<file path="src/rtl/keylock_pkg.sv">
// Shared definitions for the keylock digit link (receiver and matching sender).
package keylock_pkg;

    localparam int unsigned DEF_DIGITS  = 6;
    localparam int unsigned DEF_TIMEOUT = 1200000;
    localparam int unsigned SYM_W       = 3;

    // Upper two bits of every HI symbol.
    localparam logic [1:0] HI_MARKER = 2'b00;

    typedef enum logic [1:0] {
        ST_IDLE    = 2'd0,
        ST_WAIT_HI = 2'd1,
        ST_WAIT_LO = 2'd2
    } rx_state_e;

    typedef struct packed {
        logic [1:0] marker;
        logic       lsb;
    } symbol_t;

    // acc * 10 + d in 32-bit wrap-around arithmetic
    function automatic logic [31:0] acc_step(input logic [31:0] acc, input logic [3:0] d);
        return (acc << 3) + (acc << 1) + {28'd0, d};
    endfunction

endpackage

</file>
<file path="src/rtl/edge_sync.sv">
// Multi-flop synchronizer with rising-edge detect; edges are ignored until the
// synchronized line has been seen low after reset.
module edge_sync
    import keylock_pkg::*;
#(
    parameter int unsigned STAGES = 2
) (
    input  logic clk,
    input  logic reset,
    input  logic d,
    output logic rise_c
);

    logic [STAGES-1:0] sync_q, sync_d;
    logic [STAGES-1:0] fill_q, fill_d;
    logic              prev_q, prev_d;
    logic              armed_q, armed_d;
    logic              synced;

    assign synced = sync_q[STAGES-1];

    // fill_q tracks which stages hold a real post-reset sample
    always_comb begin
        sync_d[0] = d;
        fill_d[0] = 1'b1;
        for (int i = 1; i < int'(STAGES); i++) begin
            sync_d[i] = sync_q[i-1];
            fill_d[i] = fill_q[i-1];
        end
        prev_d  = synced;
        armed_d = armed_q | (fill_q[STAGES-1] & ~synced);
    end

    always_ff @(posedge clk) begin
        if (reset) begin
            sync_q  <= '0;
            fill_q  <= '0;
            prev_q  <= 1'b0;
            armed_q <= 1'b0;
        end else begin
            sync_q  <= sync_d;
            fill_q  <= fill_d;
            prev_q  <= prev_d;
            armed_q <= armed_d;
        end
    end

    assign rise_c = armed_q & synced & ~prev_q;

endmodule

</file>
<file path="src/rtl/digit_receiver.sv">
// Receives decimal digits as (LO, HI) 3-bit symbol pairs strobed by controlIn
// and assembles DIGITS-digit frames into a binary number.
module digit_receiver
    import keylock_pkg::*;
#(
    parameter int unsigned DIGITS      = DEF_DIGITS,
    parameter int unsigned TIMEOUT     = DEF_TIMEOUT,
    parameter int unsigned SYNC_STAGES = 2
) (
    input  logic        hwclk,
    input  logic        reset,
    input  logic        in0,
    input  logic        in1,
    input  logic        in2,
    input  logic        controlIn,
    output logic [3:0]  digit,
    output logic        digit_valid,
    output logic [31:0] number,
    output logic        number_valid,
    output logic        busy,
    output logic        error
);

    localparam int unsigned CNT_W = $clog2(DIGITS + 1);
    localparam int unsigned TMO_W = $clog2(TIMEOUT + 1);

    logic [SYNC_STAGES-1:0][SYM_W-1:0] dsync_q, dsync_d;
    logic [SYM_W-1:0] sym_raw;
    symbol_t          sym;
    logic             capture_c;
    logic [3:0]       value;
    logic             abort;

    rx_state_e        state_q, state_d;
    logic [2:0]       lo_q, lo_d;
    logic [31:0]      acc_q, acc_d;
    logic [CNT_W-1:0] cnt_q, cnt_d;
    logic [TMO_W-1:0] tmo_q, tmo_d;
    logic             pend_q, pend_d;
    logic [3:0]       digit_q, digit_d;
    logic             digit_valid_q, digit_valid_d;
    logic [31:0]      number_q, number_d;
    logic             number_valid_q, number_valid_d;
    logic             busy_q, busy_d;
    logic             error_q, error_d;

    edge_sync #(
        .STAGES (SYNC_STAGES)
    ) u_ctrl_sync (
        .clk    (hwclk),
        .reset  (reset),
        .d      (controlIn),
        .rise_c (capture_c)
    );

    // Data lines use the same depth so they stay aligned with the strobe.
    always_comb begin
        dsync_d[0] = {in2, in1, in0};
        for (int i = 1; i < int'(SYNC_STAGES); i++) begin
            dsync_d[i] = dsync_q[i-1];
        end
    end

    assign sym_raw = dsync_q[SYNC_STAGES-1];
    assign sym     = symbol_t'(sym_raw);
    assign value   = {sym.lsb, lo_q};

    always_comb begin
        state_d        = state_q;
        lo_d           = lo_q;
        acc_d          = acc_q;
        cnt_d          = cnt_q;
        pend_d         = 1'b0;
        digit_d        = digit_q;
        digit_valid_d  = 1'b0;
        number_d       = number_q;
        number_valid_d = 1'b0;
        error_d        = 1'b0;
        abort          = 1'b0;
        tmo_d          = (state_q == ST_IDLE) ? '0 : tmo_q + TMO_W'(1);

        // Completed frame publishes one cycle after its last digit.
        if (pend_q) begin
            number_d       = acc_q;
            number_valid_d = 1'b1;
            acc_d          = '0;
            cnt_d          = '0;
        end

        if (capture_c) begin
            tmo_d = '0;
            case (state_q)
                ST_IDLE, ST_WAIT_LO: begin
                    lo_d    = sym_raw;
                    state_d = ST_WAIT_HI;
                end
                ST_WAIT_HI: begin
                    if (sym.marker != HI_MARKER || value > 4'd9) begin
                        error_d = 1'b1;
                        abort   = 1'b1;
                    end else begin
                        digit_d       = value;
                        digit_valid_d = 1'b1;
                        acc_d         = acc_step(acc_q, value);
                        if (cnt_q == CNT_W'(DIGITS - 1)) begin
                            cnt_d   = '0;
                            pend_d  = 1'b1;
                            state_d = ST_IDLE;
                        end else begin
                            cnt_d   = cnt_q + CNT_W'(1);
                            state_d = ST_WAIT_LO;
                        end
                    end
                end
                default: abort = 1'b1;
            endcase
        end else if (state_q != ST_IDLE && tmo_q == TMO_W'(TIMEOUT - 1)) begin
            error_d = 1'b1;
            abort   = 1'b1;
        end

        if (abort) begin
            state_d = ST_IDLE;
            acc_d   = '0;
            cnt_d   = '0;
            tmo_d   = '0;
        end

        busy_d = (state_d != ST_IDLE);
    end

    always_ff @(posedge hwclk) begin
        if (reset) begin
            dsync_q        <= '0;
            state_q        <= ST_IDLE;
            lo_q           <= '0;
            acc_q          <= '0;
            cnt_q          <= '0;
            tmo_q          <= '0;
            pend_q         <= 1'b0;
            digit_q        <= '0;
            digit_valid_q  <= 1'b0;
            number_q       <= '0;
            number_valid_q <= 1'b0;
            busy_q         <= 1'b0;
            error_q        <= 1'b0;
        end else begin
            dsync_q        <= dsync_d;
            state_q        <= state_d;
            lo_q           <= lo_d;
            acc_q          <= acc_d;
            cnt_q          <= cnt_d;
            tmo_q          <= tmo_d;
            pend_q         <= pend_d;
            digit_q        <= digit_d;
            digit_valid_q  <= digit_valid_d;
            number_q       <= number_d;
            number_valid_q <= number_valid_d;
            busy_q         <= busy_d;
            error_q        <= error_d;
        end
    end

    assign digit        = digit_q;
    assign digit_valid  = digit_valid_q;
    assign number       = number_q;
    assign number_valid = number_valid_q;
    assign busy         = busy_q;
    assign error        = error_q;

endmodule

</file>
<file path="config.mk">
export PLATFORM = sky130hd
export DESIGN_NAME = digit_receiver
export DESIGN_NICKNAME = d
export VERILOG_FILES = /design/src/rtl/keylock_pkg.sv /design/src/rtl/edge_sync.sv /design/src/rtl/digit_receiver.sv
export SDC_FILE = /design/constraint.sdc
export NUM_CORES = 1
export LEC_CHECK = 0
export ABC_AREA = 1
export CORE_MARGIN = 1.5
export CORE_UTILIZATION = 25
export DETAILED_ROUTE_END_ITERATION = 7
export DONT_BUFFER_PORTS = 1
export GPL_TIMING_DRIVEN = 0
export PLACE_DENSITY_LB_ADDON = 0.12
export SYNTH_ARGS = -nofsm -noshare
export SYNTH_HDL_FRONTEND = slang
export SYNTH_SLANG_ARGS = --single-unit
</file>
<file path="constraint.sdc">
create_clock -name hwclk -period 2.7 [get_ports hwclk]
set_clock_uncertainty 0.2 [all_clocks]
set_input_delay 0.27 -clock hwclk [delete_from_list [all_inputs] [get_ports hwclk]]
set_output_delay 0.27 -clock hwclk [all_outputs]
set_load 0.01 [all_outputs]
</file>
After elaboration in Yosys (flattened, before gate mapping)
Index checks and enable logic that the tools add are counted.

cells by class
  order comparisons = 1
  add/sub/neg operators = 4
  reduce and logical (&&, ||, !) cells = 13
  shift-type cells = 0
  eq/ne operators = 4
  bitwise operators = 9
  div/mod/pow operators = 0
  $mul = 0
  mux-type cells = 24

operator list
  kind                                                                   count
  32-bit 2-to-1 mux                                                      4
  32-bit adder                                                           1
  32-bit by 4-bit adder with 32-bit output                               1
  21-bit by 1-bit adder with 21-bit output, second input constant        1
  21-bit equality test, second input constant                            1
  3-bit 2-to-1 mux                                                       5
  1-bit 2-to-1 mux                                                       9
  2-bit 2-to-1 mux                                                       4
  4-bit OR reduction                                                     2
  2-bit nonzero test                                                     3
  1-bit inverter                                                         5
  4-bit > comparator, second input constant                              1
  2-bit case mux with 2 select lines                                     1
  2-bit OR reduction                                                     2
  3-bit by 1-bit adder with 3-bit output, second input constant          1
  1-bit AND                                                              3
  3-bit equality test, second input constant                             1
  3-bit AND reduction                                                    1
  3-bit OR reduction                                                     1
  2-bit by 1-bit equality test with 1-bit output, second input constant  1
  2-bit equality test, second input constant                             1
  2-bit zero test                                                        1
  1-bit case mux with 2 select lines                                     1
  2-bit AND reduction                                                    1
  other kinds (3)                                                        3

word-level totals
  output and inout port bits = 40
  memory bits (read-only) = 0
  register bits = 114
  bits of input ports = 6
  memories = 0
  bits in latches = 0
  logic and storage cells = 74
  memory bits (writable) = 0

Longest topological paths before layout
Gate-level depths: netlist (run 1).

  depth after elaboration = 7
  mapped depth = 15
  mapped depth without buffers = 15

By module
From an unflattened synthesis (run 1), not the netlist that was laid out.

unflattened totals
  cell total of the unflattened synthesis = 990
  area, all modules = 6698.9 um2

modules (own cells, without submodules)
  module          area each (um2)  cells an instance  sequential area each (um2)  instances
  digit_receiver  6516.2           971                2162.1                      1
  edge_sync       182.7            19                 120.1                       1

Worst setup path after synthesis (run 1)
Ideal clock, no wire load.

  path type = reg2reg
  start point = reg acc_q[0]
  end point = reg acc_q[16]
  library setup time = 0.070 ns
  data arrival time = 2.145 ns
  clock period less this slack = 2.414 ns
  buffers on the path = 0
  setup slack = 0.286 ns
  required time = 2.430 ns
  stages on the path, launching flop included = 15
  cells stage by stage = dfxtp_1 > inv_1 > fa_1 > fa_1 > inv_1 > nand3_1 > nand3_1 > nand2_1 > nand2_1 > inv_1 > nor2_1 > nor2_1 > nand2_1 > nand3_1 > a21oi_1

on the way
  word-level cells in the longest chain between the ends = 5

RTL lines
  element                                   RTL line               source
  start, declared                           digit_receiver.sv:36   logic [31:0] acc_q, acc_d;
  start signal, assigned                    digit_receiver.sv:137  acc_q <= '0;
  start signal, assigned                    digit_receiver.sv:151  acc_q <= acc_d;
  32-bit adder                              keylock_pkg.sv:24      return (acc << 3) + (acc << 1) + {28'd0, d};
  32-bit by 4-bit adder with 32-bit output  keylock_pkg.sv:24
  32-bit 2-to-1 mux                         digit_receiver.sv:98   if (sym.marker != HI_MARKER || value > 4'd9) begin
  32-bit 2-to-1 mux                         digit_receiver.sv:92   case (state_q)
  32-bit 2-to-1 mux                         digit_receiver.sv:90   if (capture_c) begin

Every way passes these cells.
A chain may end at the register's enable or synchronous reset.

Worst setup path in the final report (run 1)
  start point = reg acc_q[0]
  end point = reg acc_q[29]

Same word-level chain as after synthesis.

==> results of run 1 <==
[per-layer routing]
| layer | vias up | track usage |
|---|---|---|
| li1 | 3257 | - |
| met1 | 2729 | 0.220 |
| met2 | 75 | 0.248 |
| met3 | 12 | 0.0308 |
| met4 | 0 | 0.0403 |
| met5 | - | 0 |
[registers in the layout, summed over array words and instances (netlist names)]
signal               flops
error                    1
sym                      3
acc_q                   32
u_ctrl_sync.prev_q       1
cnt_q                    3
state_q                  2
busy                     1
digit_valid              1
number_valid             1
lo_q                     3
u_ctrl_sync.armed_q      1
u_ctrl_sync.sync_q       2
dsync_d                  3
tmo_q                   21
number                  32
u_ctrl_sync.fill_q       2
digit                    4
pend_q                   1
[worst reg2reg max path: stages, from the launching register on]
cell and delay, ps:
dfxtp_2 340, inv_1 70, fa_1 580, inv_1 50, ha_1 300, nand3_1 100, nand3_2 120, nand3_1 120
nand3_2 170, nand2_2 130, nand2_1 60, nand2_1 70, nand3_2 80, a21oi_2 110
[kinds of logic (layout without fill, tap and decap cells)]
family                   count (synthesis)  count (layout)  synth area share
AO/OA/AOI/OAI                          144             144             0.114
XOR/XNOR                                19              19            0.0245
adder cells (fa/ha/maj)                 61              61             0.114
buffers and inverters                  176             217             0.105
flip-flops                             114             114             0.336
AND/OR/NAND/NOR                        489             489             0.306
[stage by stage]
stage	instance area, um^2	setup WS (ps)
3_5_place_dp	7220	-183
3_3_place_gp	7220	-184
2_1_floorplan	6800	286
5_1_grt	8020	-8.13
4_1_cts	7880	0.994
6_report	8020	140
[power by group]
group / internal (mW) / switching [mW] / leakage (nW)
registers: 1.69 / 0.00473 / 0.922
clock network: 1.33 / 0.923 / 0.281
logic: 0.0212 / 0.0445 / 2.78
total: 3.04 / 0.972 / 3.98
[cell usage in the layout (no fill, tap or decap), types with 11 or more instances in the layout]
master       n
clkbuf_1    13
inv_1      139
nand2_1    229
ha_1        57
nand2_2     14
o21ai_0     45
clkbuf_16   17
nand3_1     36
nor2_1     151
nand3_2     12
nor3_1      11
a21oi_1     65
xor2_1      14
dfxtp_1    111
[layout make-up]
type | instances | area [um^2]
timing repair buffer | 9 | 77.6
tap | 341 | 427
clock inverter | 13 | 125
multi-input combinational | 713 | 3940
sequential | 114 | 2290
buffer | 26 | 148
inverter | 150 | 563
clock buffer | 19 | 453
fill | 2970 | 18800
[how the worst min path moves through the flow]
| stage | from | to | slack [ps] | depth (start not counted) |
|---|---|---|---|---|
| after global routing | reset | dsync_d[3] | 90 | 2 |
| after CTS | reset | dsync_d[3] | 70 | 2 |
| final | reset | dsync_d[3] | 70 | 2 |
| after global placement | in0 | dsync_d[3] | 180 | 2 |
| after floorplan | in0 | dsync_d[3] | 180 | 2 |
| after detailed placement | in2 | dsync_d[5] | 180 | 2 |
[what timing repair did]
item,in CTS,in global routing
resized for setup,10,27
pin swaps,1,5
cloned,0,0
endpoints found under the hold margin,4,0
hold buffers,4,0
endpoints found under the setup margin,13,19
setup buffers,0,5
==> reports/metrics.cfg, run 1 <==
[synthesis]
synth_edf_count=0
syn_area_per_cell_um2=6.78
synthArstFlopShare=0
yosysMostFrequentCell=nand2_1
synth.area.top_cells=dfxtp_1 (34%), nand2_1 (13%), ha_1 (11%)
synth_top_area_cell=dfxtp_1
synth_common_cells=nand2_1 (239), nor2_1 (154), inv_1 (140), dfxtp_1 (114), a21oi_1 (69)
synthesis.nets=1070
synthDominantCellAreaShare=0.336
syn-cell-area_um2=6800
yosysUniqueCellTypes=43
synth-main-ff-cell=dfxtp_1
yosysSeqAreaShare=0.336
ys_ff_latch=114
ys.warnings.count=0
postSynthCellCount=1003

[final_layout]
area_delta_synth_final_pct=18.0
stdcell_count=1385
drive_above_1_share=0.114
final_core_util=0.299
diodes=0
num-nets-final=1098

[route]
viasPerCell=4.38
postRouteAntennaNets=0
drc_errors=0
dr.max_layer_used=met4
routedWlPerCell_um=15.4
wl_met3_um=730
drtPass1Iterations=4
wirelength_met1_um=11000
met2_length_um=9470
routed_wl_um=21400
vias=6073
drt-initial-drc-count=260

[sta]
worst_pin_slew_ps=816
clock.fmax_mhz=391
period_needed_ps=2560
finalHoldWorstSlack_ps=73.8
hold_violations=0
finalSetupViolCount=0
slew_headroom=0.456
finalCritPeriodShare=0.948
slew_violations=0
fin_tns_setup_ps=0

[setup_path]
critPathKind=flip-flop to flip-flop
rr_startpoint=acc_q[0]
critical_path.cell_chain=inv_1 > fa_1 > inv_1 > ha_1 > nand3_1 > nand3_2 > nand3_1 > nand3_2 > nand2_2 > nand2_1 > nand2_1 > nand3_2 > a21oi_2
reg2regPathDepth=13
crit_path_end=acc_q[29]
worstPathMaxFanout=4
cp-startpoint=acc_q[0]
cp_slowest_cell=fa_1
arrival_ps=2720
worst-path-buf-inv=2
cp.required_ps=2860
cp_common_cell=nand3_2
cpPeakStageDelay_ps=580
r2r_slack_ps=140
cpLargestDelayFamily=adder cells
r2r_end=acc_q[29]
cp_num_cells=13
worst_setup_path_start_kind=flip-flop
cp-end-kind=flip-flop

[power_and_ir_drop]
peakVddDrop_uv=419
power_density_nw_per_um2=500
leakage_nw=3.98
total_power_mw=4.01

[place]
gp_routability_congestion=0.833
dp_cells=1344
place_hpwl_um=16500
portBuffers=0

[outcome]
status=complete, no violations

[cts]
cts.sinks=114
h-tree-depth=4
cts.clk_slew.worst_paths_ps=60
cts_tree=yes
clock_latency_ps=430
clockBufferDepth=2
cts_root_buf=clkbuf_16
cts_buffers=17

[global_route]
grt_max_degree=17
antenna_found_initial=0
overflow=0
grt_usage=0.157
first_global_vias=5943
grt_first_pass_wirelength_um=33800

[die]
fp.dieW_um=168
rows=60
dieHeight_um=168
ioPinCount=46
design.core.area_um2=26800
die_area_um2=28200
initial_utilization=0.254

[flow_run]
drv_cap=0

[hold_path]
hold_class=primary input to flip-flop

Note: power is estimated with default switching activity, not from simulation.
==> run 2: changes to the inputs <==
--- a/config.mk
+++ b/config.mk
@@ -11,6 +11,7 @@
 export DETAILED_ROUTE_END_ITERATION = 7
 export DONT_BUFFER_PORTS = 1
 export GPL_TIMING_DRIVEN = 0
+export HOLD_SLACK_MARGIN = 0.12
 export PLACE_DENSITY_LB_ADDON = 0.12
 export SYNTH_ARGS = -nofsm -noshare
 export SYNTH_HDL_FRONTEND = slang
==> reports/metrics.cfg, run 2 (synthesis gave the netlist of run 1 again) <==
[final_layout]
layout_common_cells=nand2_1 (229), nor2_1 (151), inv_1 (139), dfxtp_1 (111), a21oi_1 (65)
diodes=0
drive_above_1_share=0.114
final_core_util=0.300
mostFrequentLayoutCell=nand2_1
num-nets-final=1100
area_delta_synth_final_pct=18.3

[die]
initial_utilization=0.254
design.core.area_um2=26800
fp.dieW_um=168
die_area_um2=28200
ioPinCount=46
rows=60
dieHeight_um=168

[global_route]
met3_usage=0.0308
grt_busiest_layer=met2
use_met2=0.248
grt_max_degree=17
first_global_vias=5952
overflow=0
grt_usage=0.158
met1_usage=0.220
grt_first_pass_wirelength_um=33800
antenna_found_initial=0

[hold_path]
hold_class=flip-flop to flip-flop

[flow_run]
drv_cap=0

[sta]
fin_tns_setup_ps=0
slew_headroom=0.464
finalCritPeriodShare=0.949
slew_violations=0
clock.fmax_mhz=390
worst_slack_ps=138
worst_pin_slew_ps=804
period_needed_ps=2560
finalHoldWorstSlack_ps=199
hold_violations=0
finalSetupViolCount=0

[route]
vias=6054
postRouteAntennaNets=0
viasPerCell=4.36
drt-initial-drc-count=294
drtPass1Iterations=5
routed_wl_um=21400
routedWlPerCell_um=15.4
drc_errors=0

[setup_path]
worst_setup_path_start_kind=flip-flop
cp-end-kind=flip-flop
arrival_ps=2730
critPathKind=flip-flop to flip-flop
worstPathMaxFanout=4
cp.required_ps=2860

[place]
portBuffers=0
gp_routability_congestion=0.833
dp_worst_setup_slack_ps=-183
place_hpwl_um=16500

[power_and_ir_drop]
total_power_mw=4.01
leakage_nw=3.99
peakVddDrop_uv=420
power_density_nw_per_um2=499

[cts]
clockBufferDepth=2
cts_root_buf=clkbuf_16
cts_tree=yes
cts.sinks=114
h-tree-depth=4
clock_latency_ps=430
cts.clk_slew.worst_paths_ps=60
cts_buffers=17

[outcome]
status=complete, no violations

run 2: where the power goes:
| group | leakage, nW | internal, mW | switching, mW | total (mW) |
|---|---|---|---|---|
| Clock | 0.281 | 1.33 | 0.922 | 2.25 |
| Sequential | 0.922 | 1.69 | 0.00473 | 1.70 |
| Combinational | 2.79 | 0.0231 | 0.0450 | 0.0681 |
| Total | 3.99 | 3.04 | 0.972 | 4.01 |
run 2: worst max-delay path: stages, from the launching register on:
cell,delay (ps)
dfxtp_2,340
inv_1,70
fa_1,580
inv_1,50
ha_1,300
nand3_1,100
nand3_2,120
nand3_1,120
nand3_2,170
nand2_2,130
nand2_1,60
nand2_1,70
nand3_2,70
a21oi_2,110
run 2: worst paths after layout:
path                            startpoint         to  slack [ps]  depth (start not counted)
worst max-delay path              acc_q[0]  acc_q[29]         140                         13
worst min-delay path            dsync_d[4]     sym[1]         200                          2
worst max register to register    acc_q[0]  acc_q[29]         140                         13
worst min register to register  dsync_d[4]     sym[1]         200                          2
run 2: through the flow:
step	instances	area, um^2
2_1_floorplan	1003	6800
3_3_place_gp	1344	7220
3_5_place_dp	1344	7220
4_1_cts	1382	7900
5_1_grt	1387	8040
6_report	1387	8040
run 2: area by class of cell:
type,instances,area [um^2]
fill,2969,18800
inverter,150,563
sequential,114,2290
clock buffer,19,453
clock inverter,13,125
timing repair buffer,11,97.6
multi-input combinational,713,3940
tap,341,427
buffer,26,148
run 2: what timing repair did:
item	CTS	global route
pin swaps	1	5
buffers inserted	0	5
gates cloned	0	0
resized for setup	10	27
hold endpoints to repair	8	0
hold buffers	6	0
setup endpoints to repair	13	19
run 2: per-layer routing:
layer	vias to the layer above	share of wire
met2	63	0.44
li1	3262	-
met4	0	0.0076
met3	10	0.031
met1	2719	0.52
met5	-	0
==> run 3: changes to the inputs <==
--- a/config.mk
+++ b/config.mk
@@ -12,7 +12,8 @@
 export DONT_BUFFER_PORTS = 1
 export GPL_TIMING_DRIVEN = 0
 export HOLD_SLACK_MARGIN = 0.12
-export PLACE_DENSITY_LB_ADDON = 0.12
+export PLACE_DENSITY = 0.45
+export SLEW_MARGIN = 30
 export SYNTH_ARGS = -nofsm -noshare
 export SYNTH_HDL_FRONTEND = slang
 export SYNTH_SLANG_ARGS = --single-unit
==> reports/metrics.cfg, run 3 (synthesis gave the netlist of run 1 again) <==
[route]
routed_wl_um=20300
drtPass1Iterations=4
routedWlPerCell_um=14.7
drt-initial-drc-count=316
vias=6076
postRouteAntennaNets=0
viasPerCell=4.39
drc_errors=0

[final_layout]
layout_common_cells=nand2_1 (234), nor2_1 (150), inv_1 (136), dfxtp_1 (111), a21oi_1 (66)
area_delta_synth_final_pct=18.2
diodes=0
stdcell_count=1385
drive_above_1_share=0.110
stdcell_area_um2=8030
fill_cells=2935
num-nets-final=1098
mostFrequentLayoutCell=nand2_1
final_core_util=0.300

[global_route]
grt_first_pass_wirelength_um=32500
grt_usage=0.150
antenna_found_initial=0
first_global_vias=5862
grt_max_degree=17
overflow=0

[place]
portBuffers=0
place_hpwl_um=15500
gp_routability_congestion=0.853
dp_cells=1344
dpl_cell_area_um2=7220

[power_and_ir_drop]
peakVddDrop_uv=282
power_density_nw_per_um2=507
total_power_mw=4.07
leakage_nw=3.99

[die]
initial_utilization=0.254
fp.dieW_um=168
design.core.area_um2=26800
dieHeight_um=168
die_area_um2=28200
ioPinCount=46
rows=60

[setup_path]
worst_setup_path_start_kind=flip-flop
cpPeakStageDelay_ps=590
cp_slowest_cell=fa_1
cp_common_cell=nand2_1
critical_path.cell_chain=inv_2 > fa_1 > inv_1 > ha_1 > nand2_1 > nor2_2 > nand2_1 > nand3_2 > nand2_1 > nand2_2 > buf_4 > xor2_1 > o21ai_1 > inv_1
cp.required_ps=2810
rr_startpoint=acc_q[0]
arrival_ps=2710
worst-path-buf-inv=4
cpLargestDelayFamily=adder cells
worstPathMaxFanout=3
critPathKind=flip-flop to flip-flop
cp-startpoint=acc_q[0]
cp-end-kind=flip-flop

[cts]
h-tree-depth=4
cts.clk_slew.worst_paths_ps=60
clock_latency_ps=430
cts_buffers=17
clockBufferDepth=2
cts_root_buf=clkbuf_16
cts.sinks=114
cts_tree=yes

[sta]
slew_violations=0
period_needed_ps=2600
clock.fmax_mhz=384
worst_pin_slew_ps=801
finalCritPeriodShare=0.964
hold_violations=0
slew_headroom=0.466
finalSetupViolCount=0

[hold_path]
hold_class=flip-flop to flip-flop
hp-start=u_ctrl_sync.sync_q[0]

[outcome]
status=complete, no violations

[flow_run]
drv_cap=0

==> run 3: cell types whose count changed in the layout (fill, tap and decap cells not counted), moves of 3 or more <==
cell and change:
nand2_1 +5, nand3_2 -3, inv_1 -3, nand2_2 -5
inv_2 +3, inv_6 +3
==> run 3: repair_timing <==
item / in CTS / in global routing
setup buffers: 0 / 3
pin swaps: 0 / 8
setup endpoints to repair: 13 / 17
gates resized for setup: 10 / 28
hold endpoints to repair: 8 / 0
hold buffers: 6 / 0
==> run 3: worst register-to-register path: cells and delay by family, from the launching register on <==
family                     cells  cell delay [ps]
DFF                            1              350
AOI/OAI and AO/OA              1              160
adders and majority gates      2              880
xor gates and xnor gates       1              150
and+or+nand+nor                6              450
buffers and inverters          4              320
==> run 3: area by class of cell <==
class / instances / area (um^2) / area share
flip-flops and latches: 114 / 2290 / 0.285
repair buffers: 9 / 82.6 / 0.0103
clock inverters: 15 / 164 / 0.0204
inverters: 150 / 563 / 0.0701
clock buffers: 17 / 425 / 0.0530
multi-input cells: 713 / 3940 / 0.490
plain buffers: 26 / 148 / 0.0184
well taps: 341 / 427 / 0.0531
==> run 3: worst paths after layout <==
kind,slack (ps),end,cells past startpoint
min reg2reg,200,u_ctrl_sync.sync_q[1],2
max reg2reg,100,acc_q[15],14
max,100,acc_q[15],14
min,200,u_ctrl_sync.sync_q[1],2
==> run 3: through the flow <==
step                      setup TNS (ps)  hold slack, ps  setup WS [ps]
after floorplan                        0             177            286
after global placement              -577             183           -151
after detailed placement            -591             184           -149
after CTS                              0             204           16.6
after global routing               -2.57             218          -2.57
final                                  0             201           97.4
==> run 3: power by group <==
group	internal, mW	switching (mW)	leakage (nW)
Clock	1.31	1.00	0.287
Sequential	1.69	0.00483	0.922
Combinational	0.0229	0.0435	2.78
Total	3.03	1.05	3.99
==> run 3: layer usage <==
layer,track usage,vias to the layer above,wire length (um)
li1,-,3242,-
met1,0.212,2733,10600
met4,0.0435,0,237
met5,0,-,0
met3,0.0315,18,805
met2,0.228,83,8680
==> RTL change 1 (config.mk and constraints of run 2) <==
The package constant `DEF_DIGITS` goes from 6 to 7.
--- a/src/rtl/keylock_pkg.sv
+++ b/src/rtl/keylock_pkg.sv
@@ -2,5 +2,5 @@
 package keylock_pkg;
 
-    localparam int unsigned DEF_DIGITS  = 6;
+    localparam int unsigned DEF_DIGITS  = 7;
     localparam int unsigned DEF_TIMEOUT = 1200000;
     localparam int unsigned SYM_W       = 3;
Formal check against the unedited RTL: same outputs for any inputs over 10 cycles, from zero or initial values and one cycle with reset high; that may be too few to reach the edited logic, so the function may still have changed.
==> RTL change 1 against run 2 <==
Count of clock-buffer cells in the layout unchanged; area after synthesis about the same; sequential cell count unchanged; utilization decreased by 0.079 points; setup slack improved by 30 ps; worst hold slack about the same; routed wire length decreased by 2.9%; final area decreased by 0.26%; die area about the same; non-clock buffer count unchanged; total power increased by 2.5%; critical endpoint is now acc_q[17].
==> RTL change 1: results (changes against run 2) <==
[metrics] status: finished, final reports clean
[metrics] Resize count post-CTS: 7 (-3)
[metrics] compound-cell area share of the yosys netlist: 11.1% (-0.32 points)
[metrics] register-to-register setup slack: 170 ps (+30 ps)
[metrics] number of detailed-routing iterations run before antenna repair: 4 (-1)
[metrics] DRC marker count from the first detailed-route iteration: 299 (+1.7%)
[metrics] placed inst area: 7230 sq um (about the same)
[metrics] post-synthesis cell count: 1012 (+0.90%)
[metrics] power per standard cell area: 513 nW/um^2 (+2.7%)
[metrics] HPWL after detailed placement: 16200 microns (-1.8%)
[metrics] cell with the largest stage delay on the worst path: sky130_fd_sc_hd__fa_2
[metrics] count of nets after finishing: 1109 (+0.82%)
[metrics] worst setup slack before clock tree synthesis: -175 ps (+8.06 ps)
[metrics] final standard cell count with taps included and fillers excluded: 1396 (+0.65%)
[metrics] worst-path fanout max: 3 (-1)
[metrics] top post-synthesis cells by area: sky130_fd_sc_hd__dfxtp_1, sky130_fd_sc_hd__nand2_1, sky130_fd_sc_hd__ha_1
[metrics] ranking of synthesized cells by instance count: sky130_fd_sc_hd__nand2_1, sky130_fd_sc_hd__inv_1, sky130_fd_sc_hd__nor2_1
[metrics] via-per-instance ratio: 4.35 (-0.45%)
[metrics] wire per inst: 14.9 microns (-3.5%)
[metrics] share of final-layout standard cells stronger than drive strength 1: 10.2% (-1.1 points)
[metrics] Post CTS Setup Buffer Count: 1 (+1)
[metrics] portion of the post-synthesis area used by sequential elements: 33.6% (about the same)
[metrics] Crit Reg-Reg Endpoint: acc_q[17]
[metrics] Yosys cell types: 39 (-9.3%)
[metrics] worst hold slack: 199 ps (+0.279 ps)
[metrics] Clk. pwr: 2.35 mW (+4%)
[metrics] Max transition margin: 51.7% (+5.3 points)
[metrics] VDD IR-drop max: 0.000408 V (-3.0%)
[metrics] gpl congestion: 0.837 (+0.47%)
[metrics] count of filler cells inserted in the layout: 2941 (-0.94%)
[metrics] Post-Synth Adder-Cell Area: 11.4% (about the same)
-- RTL change 1: cell count changes after synthesis, sizes merged, moves of 2 or more --
cell and change:
nor3 -2, nand2 +8, nor2 -3, a211oi -3, inv +10, o22ai +3
-- RTL change 1: area by class of cell --
cell class              count  share of cell area [%]
plain buffers              26                    1.92
repair buffers             11                    1.22
inverters                 159                    7.44
multi-input cells         713                    48.2
flip-flops and latches    114                    28.5
clock inverters            13                    2.01
clock buffers              19                    5.40
well taps                 341                    5.32
-- RTL change 1: logic make-up after synthesis --
group | after synthesis
AND/OR/NAND/NOR | 491
AO/OA/AOI/OAI | 142
adder cells (fa/ha/maj) | 61
XOR/XNOR | 19
flip-flops | 114
buffers and inverters | 185
-- RTL change 1: worst reg2reg max path, cell delays in order, from the launching register on --
cell and delay [ps]:
sky130_fd_sc_hd__dfxtp_2 350, sky130_fd_sc_hd__inv_2 50, sky130_fd_sc_hd__fa_2 590, sky130_fd_sc_hd__inv_1 50, sky130_fd_sc_hd__ha_1 300, sky130_fd_sc_hd__nand3_1 100
sky130_fd_sc_hd__nand3_2 90, sky130_fd_sc_hd__nand2_1 80, sky130_fd_sc_hd__nand3_2 80, sky130_fd_sc_hd__inv_2 90, sky130_fd_sc_hd__nor2_1 50, sky130_fd_sc_hd__o21bai_1 160
sky130_fd_sc_hd__nand3_2 130, sky130_fd_sc_hd__nand2_1 80, sky130_fd_sc_hd__inv_1 30
-- RTL change 1: routing by layer --
metal | GRT usage [%] | wire length (microns) | vias up
li1 | - | - | 3248
met1 | 21.5 | 10300 | 2733
met2 | 25.8 | 9600 | 73
met3 | 2.70 | 715 | 12
met4 | 4.11 | 187 | 0
met5 | 0 | 0 | -
==> RTL change 2 (config.mk and constraints of run 2) <==
Without the edit above. The 3 states of `rx_state_e` get a one-hot encoding in 3 bits.
--- a/src/rtl/keylock_pkg.sv
+++ b/src/rtl/keylock_pkg.sv
@@ -9,8 +9,8 @@
     localparam logic [1:0] HI_MARKER = 2'b00;
 
-    typedef enum logic [1:0] {
-        ST_IDLE    = 2'd0,
-        ST_WAIT_HI = 2'd1,
-        ST_WAIT_LO = 2'd2
+    typedef enum logic [2:0] {
+        ST_IDLE    = 3'b001,
+        ST_WAIT_HI = 3'b010,
+        ST_WAIT_LO = 3'b100
     } rx_state_e;
 
Formal check against the unedited RTL: same outputs for any inputs over 10 cycles, from zero or initial values and one cycle with reset high; not proved beyond that.
==> RTL change 2 against run 2 <==
Routed wire length is 2.7% higher; clock power is 18% higher; area after synthesis hardly changed; setup slack better by 9.0 ps; total power is 11% higher; final area is 2.9% higher; global-route usage is 0.36 points higher; first-iteration DRC count is 11% higher; sequential cell count is 1 higher; highest routed layer unchanged.
==> RTL change 2: results (changes against run 2) <==
[metrics] gpl congestion: 0.822 (-1.3%)
[metrics] HPWL after detailed placement: 17200 microns (+4.4%)
[metrics] met2 Resource Use GR: 24.6% (-0.16 points)
[metrics] GR met1 Demand/Resource: 23.3% (+1.4 points)
[metrics] worst hold slack: 202 ps (+3.18 ps)
[metrics] total wirelength of the detailed-routed design: 22000 microns (+2.7%)
[metrics] DRC marker count from the first detailed-route iteration: 326 (+11%)
[metrics] VDD IR-drop max: 0.000411 V (-2.3%)
[metrics] overall global routing resource usage: 16.1% (+0.36 points)
[metrics] met3 global-route usage: 2.73% (-0.35 points)
[metrics] share of final-layout standard cells stronger than drive strength 1: 14.1% (+2.7 points)
[metrics] portion of the post-synthesis area used by sequential elements: 33.9% (+0.32 points)
[metrics] worst setup slack before clock tree synthesis: -219 ps (-36.5 ps)
[metrics] cell with the largest stage delay on the worst path: sky130_fd_sc_hd__fa_2
[metrics] type of element capturing the critical path: register
[metrics] wire length on met1: 11700 microns (+5.8%)
[metrics] first-pass GRT wire length: 34400 microns (+1.5%)
[metrics] ranking of synthesized cells by instance count: sky130_fd_sc_hd__nand2_1, sky130_fd_sc_hd__nor2_1, sky130_fd_sc_hd__inv_1
[metrics] Routed met3 length: 706 microns (+6.5%)
[metrics] status: finished, final reports clean
[metrics] number of detailed-routing iterations run before antenna repair: 4 (-1)
[metrics] Synth Area in XOR/XNOR: 2.58% (+0.13 points)
[metrics] Switching Fraction: 23.4% (-0.82 points)
[metrics] met2 wire length: 9340 microns (-1.8%)
[metrics] compound-cell area share of the yosys netlist: 11.5% (+0.12 points)
[metrics] class of the tightest hold or removal check: register to register
[metrics] P_sw: 1.04 mW (+6.8%)
[metrics] portion of the clock cycle consumed by the worst path in the final layout: 94.5% (-0.33 points)
[metrics] Largest stage delay, worst path: 600 ps (+20 ps)
[metrics] placed cells: 1350 (+0.45%)
[metrics] data arrival time at the worst-slack endpoint: 2680 ps (-50 ps)
[metrics] startpoint of the worst setup timing path: acc_q[2]
[metrics] count of nets after finishing: 1106 (+0.55%)
[metrics] final standard cell count with taps included and fillers excluded: 1393 (+0.43%)
[metrics] via-per-instance ratio: 4.43 (+1.4%)
[metrics] count of filler cells inserted in the layout: 2917 (-1.8%)
[metrics] number of global-route vias before repair: 5960 (+0.13%)
[metrics] Root Buffer: sky130_fd_sc_hd__clkbuf_16
[metrics] Yosys cell types: 38 (-12%)
[metrics] top post-synthesis cells by area: sky130_fd_sc_hd__dfxtp_1, sky130_fd_sc_hd__nand2_1, sky130_fd_sc_hd__ha_1
[metrics] Post-Synth Adder-Cell Area: 11.5% (about the same)
[metrics] Max transition margin: 54.5% (+8.1 points)
[metrics] post-synthesis cell count: 1009 (+0.60%)
==> RTL change 2: area by class of cell <==
class	count	area (sq um)	area share (%)
multi-input cells	720	4090	49.4
clock inverters	15	244	2.95
plain buffers	24	118	1.42
flip-flops and latches	115	2310	28.0
clock buffers	17	425	5.14
inverters	150	563	6.81
repair buffers	11	95.1	1.15
well taps	341	427	5.16
==> RTL change 2: cells by family (layout without fill, tap and decap cells) <==
| family | after synthesis | count (layout) |
|---|---|---|
| compound gates | 149 | 149 |
| xor+xnor | 20 | 20 |
| fa+ha+maj | 61 | 61 |
| buf+inv | 174 | 217 |
| flops | 115 | 115 |
| simple gates | 490 | 490 |
==> RTL change 2: how the worst min path moves through the flow <==
stage,cells past startpoint,start,to,slack (ps)
final,2,u_ctrl_sync.sync_q[0],u_ctrl_sync.sync_q[1],200
after detailed placement,2,in0,dsync_d[3],190
after global routing,2,dsync_d[5],sym[2],230
after CTS,2,u_ctrl_sync.sync_q[0],u_ctrl_sync.sync_q[1],200
after global placement,2,controlIn,u_ctrl_sync.sync_q[0],180
after floorplan,2,in0,dsync_d[3],180
==> RTL change 2: what timing repair did <==
action / 4_1_cts / 5_1_grt
pin swaps: 4 / 11
gates resized for setup: 19 / 58
setup buffers: 2 / 4
hold buffers: 5 / 0
endpoints found under the hold margin: 9 / 0
endpoints found under the setup margin: 17 / 22
==> RTL change 2: tightest hold or removal path: cells and delay by family (launching register included) <==
kind                   cells  cell delay, ps
buffers and inverters      1              40
flip-flops                 1             300
AND/OR/NAND/NOR            1              30
==> RTL change 2: stage by stage <==
step           cell area (sq um)  TNS, ps
2_1_floorplan               6790        0
3_3_place_gp                7220    -1840
3_5_place_dp                7220    -1760
4_1_cts                     8040        0
5_1_grt                     8270        0
6_report                    8270        0
